## config.mk

```make
export PLATFORM = sky130hd
export DESIGN_NAME = cpu_control
export DESIGN_NICKNAME = d
export VERILOG_FILES = /design/src/rtl/cpu_pkg.sv /design/src/rtl/instr_dec.sv /design/src/rtl/cpu_control.sv
export SDC_FILE = /design/constraint.sdc
export NUM_CORES = 1
export LEC_CHECK = 0
export ABC_AREA = 0
export CAP_MARGIN = 20
export CORE_ASPECT_RATIO = 0.5
export CORE_UTILIZATION = 35
export DETAILED_ROUTE_END_ITERATION = 12
export PLACE_DENSITY = 0.72
export SYNTH_ARGS = -nofsm -noshare
export SYNTH_HDL_FRONTEND = slang
export SYNTH_SLANG_ARGS = --single-unit
```

## constraint.sdc

```tcl
create_clock -name clk -period 1.8 [get_ports clk]
set_input_delay 0.27 -clock clk [delete_from_list [all_inputs] [get_ports clk]]
set_output_delay 0.27 -clock clk [all_outputs]
set_load 0.02 [all_outputs]
```

## src/rtl/cpu_pkg.sv

```systemverilog
// Shared types and encodings for the teaching-CPU control unit.
package cpu_pkg;

  typedef enum logic [2:0] {
    StWait,
    StDecode,
    StGetA,
    StGetB,
    StCalc,
    StWriteImm,
    StWriteReg
  } state_t;

  typedef enum logic [2:0] {
    ClsUndef,
    ClsMovImm,
    ClsMovReg,
    ClsAdd,
    ClsCmp,
    ClsAnd,
    ClsMvn
  } instr_cls_t;

  localparam logic [2:0] OpcMov = 3'b110;
  localparam logic [2:0] OpcAlu = 3'b101;

  localparam logic [1:0] OpMovImm = 2'b10;
  localparam logic [1:0] OpMovReg = 2'b00;
  localparam logic [1:0] OpAdd    = 2'b00;
  localparam logic [1:0] OpCmp    = 2'b01;
  localparam logic [1:0] OpAnd    = 2'b10;
  localparam logic [1:0] OpMvn    = 2'b11;

  localparam logic [1:0] WbDatapath = 2'b00;
  localparam logic [1:0] WbPc       = 2'b01;
  localparam logic [1:0] WbImm8     = 2'b10;
  localparam logic [1:0] WbMdata    = 2'b11;

endpackage

```

## src/rtl/instr_dec.sv

```systemverilog
// Combinational instruction decoder: splits the IR into fields, classifies the
// instruction and sign-extends the immediates.
module instr_dec
  import cpu_pkg::*;
(
  input  logic [15:0] ir_i,
  output logic [1:0]  op_o,
  output logic [2:0]  rn_o,
  output logic [2:0]  rd_o,
  output logic [1:0]  sh_o,
  output logic [2:0]  rm_o,
  output instr_cls_t  cls_o,
  output logic [15:0] sximm8_o,
  output logic [15:0] sximm5_o
);

  logic [2:0] opcode;

  assign opcode   = ir_i[15:13];
  assign op_o     = ir_i[12:11];
  assign rn_o     = ir_i[10:8];
  assign rd_o     = ir_i[7:5];
  assign sh_o     = ir_i[4:3];
  assign rm_o     = ir_i[2:0];
  assign sximm8_o = {{8{ir_i[7]}}, ir_i[7:0]};
  assign sximm5_o = {{11{ir_i[4]}}, ir_i[4:0]};

  always_comb begin
    cls_o = ClsUndef;
    case (opcode)
      OpcMov: begin
        if (op_o == OpMovImm) begin
          cls_o = ClsMovImm;
        end else if (op_o == OpMovReg) begin
          cls_o = ClsMovReg;
        end
      end
      OpcAlu: begin
        case (op_o)
          OpAdd:   cls_o = ClsAdd;
          OpCmp:   cls_o = ClsCmp;
          OpAnd:   cls_o = ClsAnd;
          default: cls_o = ClsMvn;
        endcase
      end
      default: cls_o = ClsUndef;
    endcase
  end

endmodule

```

## src/rtl/cpu_control.sv

```systemverilog
// Control unit: instruction register plus multi-cycle Moore FSM driving the datapath.
module cpu_control
  import cpu_pkg::*;
(
  input  logic        clk,
  input  logic        rst_n,
  input  logic [15:0] in_i,
  input  logic        load_i,
  input  logic        s_i,
  output logic        w_o,
  output logic [2:0]  r_addr_o,
  output logic [2:0]  w_addr_o,
  output logic        w_en_o,
  output logic        en_a_o,
  output logic        en_b_o,
  output logic        sel_a_o,
  output logic        sel_b_o,
  output logic [1:0]  shift_op_o,
  output logic [1:0]  alu_op_o,
  output logic        en_c_o,
  output logic        en_status_o,
  output logic [1:0]  wb_sel_o,
  output logic [15:0] sximm8_o,
  output logic [15:0] sximm5_o
);

  state_t      state_q, state_d;
  logic [15:0] ir_q, ir_d;

  logic [1:0]  op;
  logic [2:0]  rn, rd, rm;
  logic [1:0]  sh;
  instr_cls_t  cls;

  instr_dec u_instr_dec (
    .ir_i     (ir_q),
    .op_o     (op),
    .rn_o     (rn),
    .rd_o     (rd),
    .sh_o     (sh),
    .rm_o     (rm),
    .cls_o    (cls),
    .sximm8_o (sximm8_o),
    .sximm5_o (sximm5_o)
  );

  // IR only loads in WAIT so fields stay stable for the whole instruction.
  assign ir_d = (state_q == StWait && load_i) ? in_i : ir_q;

  always_ff @(posedge clk or negedge rst_n) begin
    if (!rst_n) begin
      state_q <= StWait;
      ir_q    <= '0;
    end else begin
      state_q <= state_d;
      ir_q    <= ir_d;
    end
  end

  always_comb begin
    state_d = state_q;
    unique case (state_q)
      StWait:   if (s_i) state_d = StDecode;
      StDecode: begin
        unique case (cls)
          ClsMovImm:                state_d = StWriteImm;
          ClsMovReg, ClsMvn:        state_d = StGetB;
          ClsAdd, ClsAnd, ClsCmp:   state_d = StGetA;
          default:                  state_d = StWait;
        endcase
      end
      StGetA:     state_d = StGetB;
      StGetB:     state_d = StCalc;
      StCalc:     state_d = (cls == ClsCmp) ? StWait : StWriteReg;
      StWriteImm: state_d = StWait;
      StWriteReg: state_d = StWait;
      default:    state_d = StWait;
    endcase
  end

  always_comb begin
    w_o         = 1'b0;
    r_addr_o    = '0;
    w_addr_o    = '0;
    w_en_o      = 1'b0;
    en_a_o      = 1'b0;
    en_b_o      = 1'b0;
    sel_a_o     = 1'b0;
    sel_b_o     = 1'b0;
    shift_op_o  = '0;
    alu_op_o    = '0;
    en_c_o      = 1'b0;
    en_status_o = 1'b0;
    wb_sel_o    = WbDatapath;
    unique case (state_q)
      StWait: w_o = 1'b1;
      StGetA: begin
        r_addr_o = rn;
        en_a_o   = 1'b1;
      end
      StGetB: begin
        r_addr_o = rm;
        en_b_o   = 1'b1;
      end
      StCalc, StWriteReg: begin
        shift_op_o = sh;
        en_c_o     = 1'b1;
        // Zero on the A side turns the ALU into a pass/invert of the shifted B.
        sel_a_o    = (cls == ClsMovReg) || (cls == ClsMvn);
        alu_op_o   = (cls == ClsMovReg) ? OpAdd : op;
        if (state_q == StCalc) begin
          en_status_o = (cls == ClsCmp);
        end else begin
          w_addr_o = rd;
          wb_sel_o = WbDatapath;
          w_en_o   = 1'b1;
        end
      end
      StWriteImm: begin
        w_addr_o = rn;
        wb_sel_o = WbImm8;
        w_en_o   = 1'b1;
      end
      default: ;
    endcase
  end

endmodule
```

* After elaboration in Yosys (flattened, before gate mapping)
Index checks and enable logic that the tools add are counted.
** Storage, ports and cells
- Bits of input ports :: 20
- Flip-flop bits (word level) :: 19
** Operators by class
- Equality and inequality tests :: 17
- Mux-type cells :: 24
- Reductions and logical operators :: 7
** Operators with widths (number)
- 3-bit equality test, second input constant :: 8
- 3-bit case mux with 2 select lines :: 3
- 3-bit case mux with 3 select lines :: 2
- 3-bit case mux with 5 select lines :: 1
- 3-bit by 2-bit equality test with 1-bit output, second input constant :: 4
- 3-bit two-way mux :: 4
- 2-bit two-way mux :: 5
- 1-bit two-way mux :: 8
- 3-bit by 1-bit equality test with 1-bit output, second input constant :: 2
- 2-bit OR reduction :: 2
- 3-bit logical NOT :: 1
- 3-bit OR reduction :: 1
- 2-bit by 1-bit equality test with 1-bit output, second input constant :: 1
- 2-bit equality test, second input constant :: 1
- 2-bit logical NOT :: 1
- 2-bit inequality test, second input constant :: 1
- 1-bit case mux with 2 select lines :: 1
- 1-bit logical AND :: 1
- 1-bit logical OR :: 1

* Longest topological paths before layout
Gate-level depths: netlist of the first run.
- Word-level depth :: 8
- Gate-level depth with buffers :: 6

* Cells and area by module
From an unflattened synthesis of the first run, not the netlist that was laid out.
** Second synthesis, totals
- Cell total of the unflattened synthesis :: 143
- Area, all modules :: 1496.4 um^2
** By module, submodules not included
- cpu_control :: area an instance 1023.5 um^2, seq. area each 475.5 um^2, instances 1, cells an instance 84
- instr_dec :: area an instance 473.0 um^2, seq. area each 0.0 um^2, instances 1, cells an instance 59

* Worst setup path after synthesis of the first run
OpenSTA, ideal clock, no wires.
- Kind :: register to register
- Start :: register state_q[0]
- End :: register ir_q[10]
- Buffers on the path :: 2
- Library setup time :: 125 ps
- Cell stages (with the launch flop) :: 6
- Arrival :: 1549 ps
- Clock period less this slack :: 1674 ps
- Setup slack :: 126 ps
- Path through :: dfrtp_1 nor3_2 and2_1 buf_6 buf_6 mux2_4
** Between the ends
- Longest elaborated chain between the ends :: 2
** Ends and longest elaborated chain
- start: declaration :: RTL line cpu_control.sv:27 : state_t state_q, state_d;
- start signal: assignment :: RTL line cpu_control.sv:52 : state_q <= StWait;
- start signal: assignment :: RTL line cpu_control.sv:55 : state_q <= state_d;
- 3-bit logical NOT :: RTL line cpu_control.sv:48 : assign ir_d = (state_q == StWait && load_i) ? in_i : ir_q;
- 1-bit logical AND :: RTL line cpu_control.sv:48
- end signal: assignment :: RTL line cpu_control.sv:56 : ir_q <= ir_d;
- end: declaration :: RTL line cpu_control.sv:28 : logic [15:0] ir_q, ir_d;
Every way passes these cells.
A chain may end at the register's enable or synchronous reset.

* Final worst setup path of the first run
- Start :: register ir_q[12]
- End :: output port sel_a_o
** Between the ends
- Longest elaborated chain between the ends :: 7
** Ends and longest elaborated chain
- 2-bit logical NOT :: RTL line instr_dec.sv:34, instr_dec.sv:39
- 2-bit two-way mux :: RTL line instr_dec.sv:34 : end else if (op_o == OpMovReg) begin
- 3-bit two-way mux :: RTL line instr_dec.sv:32 : if (op_o == OpMovImm) begin
- 3-bit case mux with 2 select lines * :: RTL line instr_dec.sv:30 : case (opcode)
- 3-bit by 2-bit equality test with 1-bit output or 3-bit equality test (tied branches) :: RTL line cpu_control.sv:109 : sel_a_o = (cls == ClsMovReg) || (cls == ClsMvn);
- 1-bit logical OR * :: RTL line cpu_control.sv:109
- 1-bit two-way mux * :: RTL line cpu_control.sv:95 : unique case (state_q)
- end: declaration :: RTL line cpu_control.sv:16 : output logic sel_a_o,
Mark *: on every way between the ends. The rest lies on a longest branch, timed or not.

==> results by group, run 1 <==
Setup path
  – CP Buf/Inv Count: 2
  – Worst path max stage delay: 410 ps
  – CP Max Fanout: 5
  – Worst path top cell family by delay: flip-flops
  – Startpoint type of the worst setup path: register
  – Critical-path top delay cell: dfrtp_1
  – Critical Path AT: 1510 ps
  – WP data required: 1530 ps
  – Endpoint class of the critical path: primary output
  – CP Class: reg -> out
  – Worst-path cell chain: inv_2 -> ha_4 -> o2bb2ai_2 -> and4_2 -> buf_4

Place
  – Gpl congestion: 0.8574
  – Buffers on Ports: 69
  – Post-DP HPWL: 2414 um
  – Dpl cells: ~240

Global route
  – Total GRT Usage: 15.69%
  – Vias in the first global route: 1,045
  – First-pass GRT wire length: 5119 um
  – Largest net degree at the start of global routing: 20
  – Initial antenna violation count: 0
  – Remaining Overflow, GRT: 0

Clocking
  – Worst-case clock buffer depth: 2
  – # hold bufs at CTS: 0
  – Worst-path clk slew: 70 ps
  – Root buf cell: clkbuf_8
  – Skew-Pair Late Insertion Delay: 250 ps
  – CTS tree: yes
  – Clock Sinks: 19
  – CTS buffer count: 3
  – H-tree depth: 1

Layout
  – Non-Filler Instances: around 240
  – Fin util: 58.30%
  – ANT cells: 0
  – Nets: 216
  – Fillcell total: 322
  – Fraction of layout cells with a size suffix above 1: 39.06%
  – P&R area growth vs syn: 51.95%

Die
  – Die X: just over 90 um
  – Core box area: 0.003603 sq mm
  – IO Pins: 72
  – Die height: around 46 um
  – Starting Density: 38.37%
  – Die Area: between 0.004 and 0.005 sq mm
  – Site row count: 15

Synth
  – Mapped cell area: 0.001383 sq mm
  – Yosys reg bits: 19
  – Post-synth cell types: 40
  – Ys Warns: 0
  – Sequential area share after synthesis: 34.39%
  – Cell count after synthesis: about 140
  – Avg Inst Size Synth: 10.17 sq um

Route
  – DRC Markers: 0
  – Post-DR vias/cell: approximately 4.7
  – ANT nets after route: 0
  – Routed wire length: between 3000 and 4000 um
  – DR WL/cell: about 14 um
  – First DRT Iteration DRCs: 54
  – Detailed Routing Iterations Pass 1: 4
  – Vias: roughly 1,200

Flow run
  – Max Cap Viol: 0

Pwr
  – Power Dens Cells: 2061 mW/mm^2
  – Switching share of total power: about 44%
  – Clock power frac: 6.7%
  – Sw Pwr: around 0.0019 W
  – Static Leak: just over 0.9 nW
  – Sequential power share: 21.4%
  – Max VDD drop: 0.0006621 V
  – Cell Int Power: ~0.0024 W
  – Power share of the combinational group: a little under three quarters

Timing
  – Final period util: 99.12%
  – Setup tns final: 0 ps
  – Count of final setup violators: 0
  – Max_slew headroom: 66.89%
  – Slew @ Worst Pin: between 400 and 500 ps
  – RSZ-0062 raised after global routing: yes
  – Final min period: roughly 1800 ps
  – Final hold violation count: 0
  – F_max: 0.5605 GHz
  – Slew Limit Fails: 0
  – Final Skew: 1.169 ps

Worst hold path
  – Hold Crit Class: in -> async

Status
  – Outcome: completed
[sequential cells by signal (all words and copies together) (netlist names)]
name / count
state_q: 3
ir_q: 16
[path summary, 6_finish.rpt]
kind	start	end	slack, ps	depth (start not counted)
max reg2reg	ir_q[12]	state_q[1]	90	6
max	ir_q[12]	sel_a_o	20	5
max in group asynchronous	rst_n	ir_q[13]	1220	2
min in group clk	ir_q[5]	ir_q[5]	550	1
min	rst_n	ir_q[5]	350	2
min reg2reg	ir_q[5]	ir_q[5]	550	1
[layout by cell type (no fill, tap or decap), drive strengths merged, types with 2 or more instances in the layout]
master,n
nor3,2
a22o,4
nand2b,2
dfrtp,19
a21oi,2
ha,3
nor2b,6
nor2,2
o21ai,3
mux2,14
a22oi,5
and2b,2
conb,2
buf,28
nand2,6
dlygate4sd2,3
clkbuf,6
or4,2
o21a,2
and2,6
clkdlybuf4s15,5
clkdlybuf4s50,51
inv,5
[synth_stat cells (all sizes together)]
master | number | area (sq um)
nor2 | 2 | 7.510
o21ai | 3 | 15.01
a22o | 4 | 36.29
o21bai | 1 | 7.510
nor3 | 2 | 15.01
o21a | 2 | 15.01
and4 | 1 | 10.01
ha | 3 | 37.54
clkbuf | 2 | 7.510
a41oi | 1 | 8.760
and2 | 6 | 37.54
inv | 5 | 18.77
and3 | 1 | 6.260
a22oi | 5 | 37.54
o41ai | 1 | 8.760
and2b | 2 | 16.27
nand2b | 2 | 15.02
nand3b | 1 | 7.510
a2bb2oi | 1 | 8.760
conb | 1 | 3.750
a31oi | 1 | 6.260
xor2 | 1 | 8.760
buf | 36 | 277.8
a21oi | 2 | 10.01
or4 | 2 | 15.01
nand2 | 6 | 22.52
mux2 | 14 | 180.2
o221ai | 1 | 8.760
dfrtp | 19 | 475.5
and3b | 1 | 8.760
o2bb2ai | 1 | 8.760
nor2b | 6 | 40.04
[final cells by class]
cell class                      count  area [sq um]  area share [%]
Timing Repair Buffer               89         810.8           38.59
Clock buffer                        4         45.04           2.144
Multi-Input combinational cell     75         683.2           32.52
Tap cell                           51         63.81           3.038
Sequential cell                    19         479.2           22.81
Inverter                            5         18.77          0.8934
[cells by family (layout without fill, tap and decap cells)]
logic type      Yosys count  after routing  synth area share (%)
other cells               1              2                0.2712
mux                      14             14                 13.03
xor+xnor                  1              1                0.6336
compound gates           23             23                 12.40
buf+inv                  43             98                 21.99
fa+ha+maj                 3              3                 2.715
simple gates             32             32                 14.57
flops                    19             19                 34.39
[power by group through the flow]
stage	Clock, W	Sequential (W)	Combinational [W]
floorplan	0	0.000854	0.00208
global placement	0	0.000877	0.00292
detailed placement	0	0.000897	0.00296
CTS	0.000305	0.000904	0.00303
global route	0.000320	0.000968	0.00329
finish	0.000290	0.000925	0.00311
[repair_timing]
item / CTS / global route
setup buffers: 0 / 1
setup endpoints to repair: 31 / 15
pin swaps: 0 / 2
resized for setup: 55 / 22
cloned: 0 / 0
[per-stage QoR]
| stage | hold WS [ps] | setup WS (ps) | area, sq um | power [W] |
|---|---|---|---|---|
| floorplan | -25.59 | 126.3 | 1386 | 0.002935 |
| global placement | 527.3 | -244.0 | 2011 | 0.003795 |
| detailed placement | 533.4 | -313.1 | 2011 | 0.003853 |
| CTS | 354.5 | -34.05 | 2076 | 0.004237 |
| global route | 379.3 | -73.07 | 2101 | 0.004576 |
| finish | 350.0 | 15.86 | 2101 | 0.004329 |
[routing by layer]
| metal | share of wire (%) | track usage [%] | routed length (um) |
|---|---|---|---|
| met1 | 46 | 20.68 | 1541 |
| met2 | 47 | 26.82 | 1584 |
| met3 | 6.8 | 4.125 | 228 |
| met4 | 0.39 | 2.857 | 13 |
| met5 | 0 | 0 | 0 |
Note: power is estimated with default switching activity, not from simulation.
==> run 2, diff against run 1 <==
--- a/config.mk
+++ b/config.mk
@@ -10,7 +10,8 @@
 export CORE_ASPECT_RATIO = 0.5
 export CORE_UTILIZATION = 35
 export DETAILED_ROUTE_END_ITERATION = 12
-export PLACE_DENSITY = 0.72
+export HOLD_SLACK_MARGIN = 0.05
+export PLACE_DENSITY = 0.76
 export SYNTH_ARGS = -nofsm -noshare
 export SYNTH_HDL_FRONTEND = slang
 export SYNTH_SLANG_ARGS = --single-unit
==> run 2 against run 1 <==
Net effect:
- utilization barely moved
- die area stayed put
- register-to-register slack worse by 30 ps
- power grew 1.2%
- global-route usage shrank 0.057 points
- cell area is essentially flat
- combinational power grew 2%
- critical path type unchanged
- cell count grew 0.82%
- largest cell class unchanged
- clock power increased by 3%
- routed wire length grew 0.36%
- largest power group unchanged
==> results by group, run 2 (synthesized netlist as in run 1, its figures left out) <==
Pwr
  – Max VDD drop: 0.0008514 V
  – Power Dens Cells: 2087 mW/mm^2
  – Sequential power share: 20.8%
  – Clock power frac: between 6 and 7%
  – Power share of the combinational group: slightly above 70%
  – Switching share of total power: 43.61%
  – Static Leak: between 0.9 and 1 nW
  – Sw Pwr: 0.001911 W
  – Cell Int Power: 0.002471 W
  – Total Power: 0.004381 W

Place
  – Dpl cells: 239
  – Placement Setup Slack: -308.4 ps
  – Gpl congestion: about 0.85
  – Buffers on Ports: around 70
  – Post-DP HPWL: 2521 um

Route
  – First DRT Iteration DRCs: ~60
  – Detailed Routing Iterations Pass 1: 4
  – DRC Markers: 0
  – ANT nets after route: 0
  – Vias: 1,161
  – DR WL/cell: roughly 14 um
  – Routed wire length: 3380 um
  – Post-DR vias/cell: 4.739

Setup path
  – Critical Path AT: 1520 ps
  – Worst Reg2Reg Path Length in Cells: 6
  – CP Class: reg -> out
  – Crit Reg-Reg Startpoint: ir_q[14]
  – Endpoint class of the critical path: primary output
  – WP data required: 1530 ps
  – Critical Path Start: ir_q[13]
  – Startpoint type of the worst setup path: register
  – Reg2reg setup slack: 60 ps
  – CP Max Fanout: 5
  – R2r endpoint: state_q[1]

Layout
  – Non-Filler Instances: 245
  – Nets: 218
  – Fraction of layout cells with a size suffix above 1: 38.66%
  – Largest Register: ir_q
  – Largest registers: ir_q: 16 flops, state_q: 3 flops
  – ANT cells: 0
  – Most common cell after layout, fill and taps aside: clkdlybuf4s50_1
  – Fillcell total: 305
  – Fin util: around three fifths
  – P&R area growth vs syn: 51.85%
  – Number of flip-flops under the largest register name: 16
  – Most frequent cells in the layout: clkdlybuf4s50_1 (51), buf_4 (23), dfrtp_1 (17)

Worst hold path
  – Hold Crit Class: in -> async

Clocking
  – Root buf cell: clkbuf_8
  – CTS buffer count: 3
  – Clock Sinks: 19
  – Worst-case clock buffer depth: 2
  – Skew-Pair Late Insertion Delay: 260 ps
  – # hold bufs at CTS: 0
  – H-tree depth: 1
  – CTS tree: yes
  – Worst-path clk slew: 70 ps

Timing
  – Final hold violation count: 0
  – Final min period: 1791 ps
  – RSZ-0062 raised after global routing: yes
  – Setup tns final: 0 ps
  – Final Skew: 3.233 ps
  – Final period util: 99.52%
  – Final setup margin: about 8.7 ps
  – F_max: roughly 0.56 GHz
  – Slew Limit Fails: 0
  – Count of final setup violators: 0

Die
  – Die Area: approximately 0.0042 sq mm
  – Die X: 90.89 um
  – Die height: 46.44 um
  – IO Pins: 72
  – Site row count: 15
  – Starting Density: 38.37%
  – Core box area: 0.003603 sq mm

Global route
  – Largest net degree at the start of global routing: 20
  – Total GRT Usage: 15.63%
  – Vias in the first global route: 1,049
  – Initial antenna violation count: 0
  – Remaining Overflow, GRT: 0
  – First-pass GRT wire length: 5078 um

Status
  – Outcome: completed

Flow run
  – Max Cap Viol: 0
[run 2: cell types whose count changed in the layout (fill, tap and decap cells not counted), moves of 2 or more]
cell and delta:
inv_1 +2, clkdlybuf4s15_1 -2, clkdlybuf4s15_2 -3, inv_2 -2, clkbuf_2 +4
[run 2: worst max-delay path, cell delays in order (launching register included)]
cell and delay, ps:
dfrtp_2 460, and2b_2 230, a22oi_2 220, and4_4 240, buf_6 110
[run 2: final cells by class]
type / instances / area, sq um / share of cell area, %
Timing Repair Buffer: 91 / 804.5 / 38.32
Multi-Input combinational cell: 75 / 688.2 / 32.78
Inverter: 5 / 18.77 / 0.8939
Clock buffer: 3 / 41.29 / 1.967
Sequential cell: 19 / 478.0 / 22.77
Clock inverter: 1 / 5.005 / 0.2384
Tap cell: 51 / 63.81 / 3.039
[run 2: per-layer routing]
metal / up-vias / global-route usage [%] / routed length (um)
li1: 552 / - / -
met1: 560 / 18.94 / 1515
met2: 42 / 29.55 / 1702
met3: 7 / 3.630 / 125
met4: 0 / 3.175 / 36
met5: - / 0 / 0
[run 2: power by group through the flow]
stage                     registers [W]  clock network (W)  logic (W)
after floorplan                0.000854                  0    0.00208
after global placement         0.000877                  0    0.00294
after detailed placement       0.000896                  0    0.00299
after CTS                      0.000895           0.000308    0.00297
after global routing           0.000958           0.000330    0.00335
final                          0.000912           0.000300    0.00317
[run 2: stage by stage]
| step | hold slack, ps | area [sq um] |
|---|---|---|
| 2_1_floorplan | -25.59 | 1386 |
| 3_3_place_gp | 538.8 | 2018 |
| 3_5_place_dp | 532.0 | 2018 |
| 4_1_cts | 350.8 | 2068 |
| 5_1_grt | 363.6 | 2100 |
| 6_report | 342.5 | 2100 |
[run 2: timing repair]
item | 4_1_cts | 5_1_grt
pin swaps | 0 | 3
resized for setup | 48 | 31
setup endpoints to repair | 21 | 12
setup buffers | 0 | 2
gates cloned | 0 | 0
[run 2: worst max path at each step]
stage | to | depth (start not counted)
after floorplan | ir_q[10] | 5
after global placement | sel_a_o | 5
after detailed placement | sel_a_o | 5
after CTS | en_status_o | 5
after global routing | en_status_o | 7
final | sel_a_o | 4
==> run 3, diff against run 2 <==
--- a/config.mk
+++ b/config.mk
@@ -8,10 +8,10 @@
 export ABC_AREA = 0
 export CAP_MARGIN = 20
 export CORE_ASPECT_RATIO = 0.5
-export CORE_UTILIZATION = 35
+export CORE_UTILIZATION = 40
 export DETAILED_ROUTE_END_ITERATION = 12
 export HOLD_SLACK_MARGIN = 0.05
-export PLACE_DENSITY = 0.76
+export PLACE_DENSITY = 0.85
 export SYNTH_ARGS = -nofsm -noshare
 export SYNTH_HDL_FRONTEND = slang
 export SYNTH_SLANG_ARGS = --single-unit
==> run 3 against run 2 <==
Net effect:
- first-iteration DRC count is 49% lower
- the run now ends with setup timing left
- highest routed layer unchanged
- sequential share of layout area is 0.30 points lower
- maximum frequency is 2.0% lower
- die area is 12% lower
- non-clock buffer count stayed put
- global-route usage is 3.9 points higher
- cell area is 1.6% higher
- setup slack worse by 37 ps
- count of clock-buffer cells in the layout is 1 higher
- critical endpoint is now en_status_o
==> results by group, run 3 (synthesized netlist as in run 1, its figures left out) <==
Status
  – Outcome: finished with violations
  – Failing checks: setup timing

Place
  – Post-DP HPWL: 2662 um
  – Gpl congestion: 0.9003
  – Buffers on Ports: 69

Setup path
  – Startpoint type of the worst setup path: register
  – CP Max Fanout: 5
  – Critical-path top delay cell: dfrtp_1
  – CP Buf/Inv Count: 2
  – WP data required: about 1500 ps
  – Critical Path AT: 1560 ps
  – Worst path top cell family by delay: flip-flops
  – Worst path max stage delay: ~410 ps
  – Worst-path cell chain: inv_2 -> ha_4 -> a2bb2oi_2 -> and3_1 -> buf_6
  – Endpoint class of the critical path: primary output
  – CP Class: reg -> out

Global route
  – Vias in the first global route: ~1,100
  – First-pass GRT wire length: 5547 um
  – Remaining Overflow, GRT: 0
  – Total GRT Usage: 19.54%
  – Initial antenna violation count: 0
  – Largest net degree at the start of global routing: 20

Die
  – Die height: around 44 um
  – Starting Density: between 40% and 50%
  – Core box area: 0.003136 sq mm
  – Die Area: 0.003710 sq mm
  – Die X: about 85 um
  – IO Pins: 72
  – Site row count: 14

Timing
  – Final period util: 101.6%
  – RSZ-0062 raised after global routing: yes
  – Setup tns final: -47.85 ps
  – WHS: 328.6 ps
  – Final hold violation count: 0
  – Final setup margin: -28.07 ps
  – Slew Limit Fails: 0
  – Count of final setup violators: 2
  – Final min period: 1828 ps
  – Final Skew: 5.911 ps
  – F_max: 0.5470 GHz

Layout
  – Number of flip-flops under the largest register name: 16
  – ANT cells: 0
  – Fillcell total: 207
  – Reg area: 479.2 sq um
  – Largest Register: ir_q
  – Most common cell after layout, fill and taps aside: clkdlybuf4s50_1
  – Nets: 218
  – Multi-input logic area: 714.4 sq um
  – P&R area growth vs syn: 54.30%
  – Fin util: 68.04%
  – Largest registers: ir_q: 16 flops, state_q: 3 flops
  – Fraction of layout cells with a size suffix above 1: 40.21%
  – Most frequent cells in the layout: clkdlybuf4s50_1 (51), buf_4 (22), dfrtp_1 (16)

Worst hold path
  – Hold Crit Class: in -> async

Clocking
  – Worst-path clk slew: about 70 ps
  – Root buf cell: clkbuf_8
  – CTS tree: yes
  – Skew-Pair Late Insertion Delay: around 260 ps
  – H-tree depth: 1
  – Clock Sinks: 19
  – CTS buffer count: 3
  – Worst-case clock buffer depth: 2

Route
  – Detailed Routing Iterations Pass 1: 4
  – DR WL/cell: around 16 um
  – ANT nets after route: 0
  – Routed wire length: 3813 um
  – First DRT Iteration DRCs: 30
  – Post-DR vias/cell: 5.222
  – DRC Markers: 0
  – Vias: 1,222

Pwr
  – Max VDD drop: 0.0008174 V
  – Total Power: ~0.0045 W
  – Power Dens Cells: 2123 mW/mm^2
  – Static Leak: 0.9481 nW

Flow run
  – Max Cap Viol: 0
==> run 3: cell types whose count changed in the layout (fill, tap and decap cells not counted), sizes merged <==
cell / previous run / this run
dlygate4sd2: 4 / 5
clkinv: 1 / 0
clkbuf: 9 / 8
clkdlybuf4s15: 0 / 1
==> run 3: worst register-to-register path, delay by kind of cell (launching register included) <==
| family | cells | cell delay (ps) |
|---|---|---|
| compound gates | 2 | 240 |
| flops | 1 | 440 |
| simple gates | 2 | 630 |
| buf+inv | 2 | 300 |
==> run 3: layout make-up <==
class	instances	area share (%)
Sequential cell	19	22.46
Multi-Input combinational cell	75	33.49
Clock buffer	4	2.111
Inverter	5	0.9971
Tap cell	40	2.346
Timing Repair Buffer	91	38.59
==> run 3: stage by stage <==
step,instances,instance area (sq um),setup slack [ps]
final,234,2133,-28.07
after floorplan,137,1386,126.3
after global routing,234,2133,-87.22
after detailed placement,227,1997,-288.3
after global placement,227,1997,-235.8
after CTS,231,2041,-186.9
==> run 3: per-layer routing <==
layer,global-route usage (%),vias up,share of wire [%]
li1,-,551,-
met1,23.30,614,41
met2,35.97,47,51
met3,5.143,10,5.5
met4,5.085,0,2.4
met5,0,-,0
==> run 3: repair_timing <==
| action | CTS | global route |
|---|---|---|
| pin swaps | 0 | 3 |
| cloned | 0 | 0 |
| hold buffers | 0 | 0 |
| setup endpoints to repair | 18 | 27 |
| gates resized for setup | 43 | 44 |
| buffers inserted | 0 | 3 |
| hold endpoints to repair | 0 | 0 |
==> run 3: power by group <==
group | switching (W) | internal, W
Combinational | 0.00159 | 0.00170
Sequential | 0.000282 | 0.000652
Clock | 0.000147 | 0.000158
==> run 3: final timing paths <==
check / end / slack, ps / start / cells after the start
min in group clk: ir_q[3] / 560 / ir_q[3] / 1
min: ir_q[4] / 330 / rst_n / 2
max: en_status_o / -30 / ir_q[12] / 5
max reg2reg: state_q[1] / 50 / ir_q[14] / 6
max in group asynchronous: ir_q[14] / 1240 / rst_n / 2
min reg2reg: ir_q[3] / 560 / ir_q[3] / 1
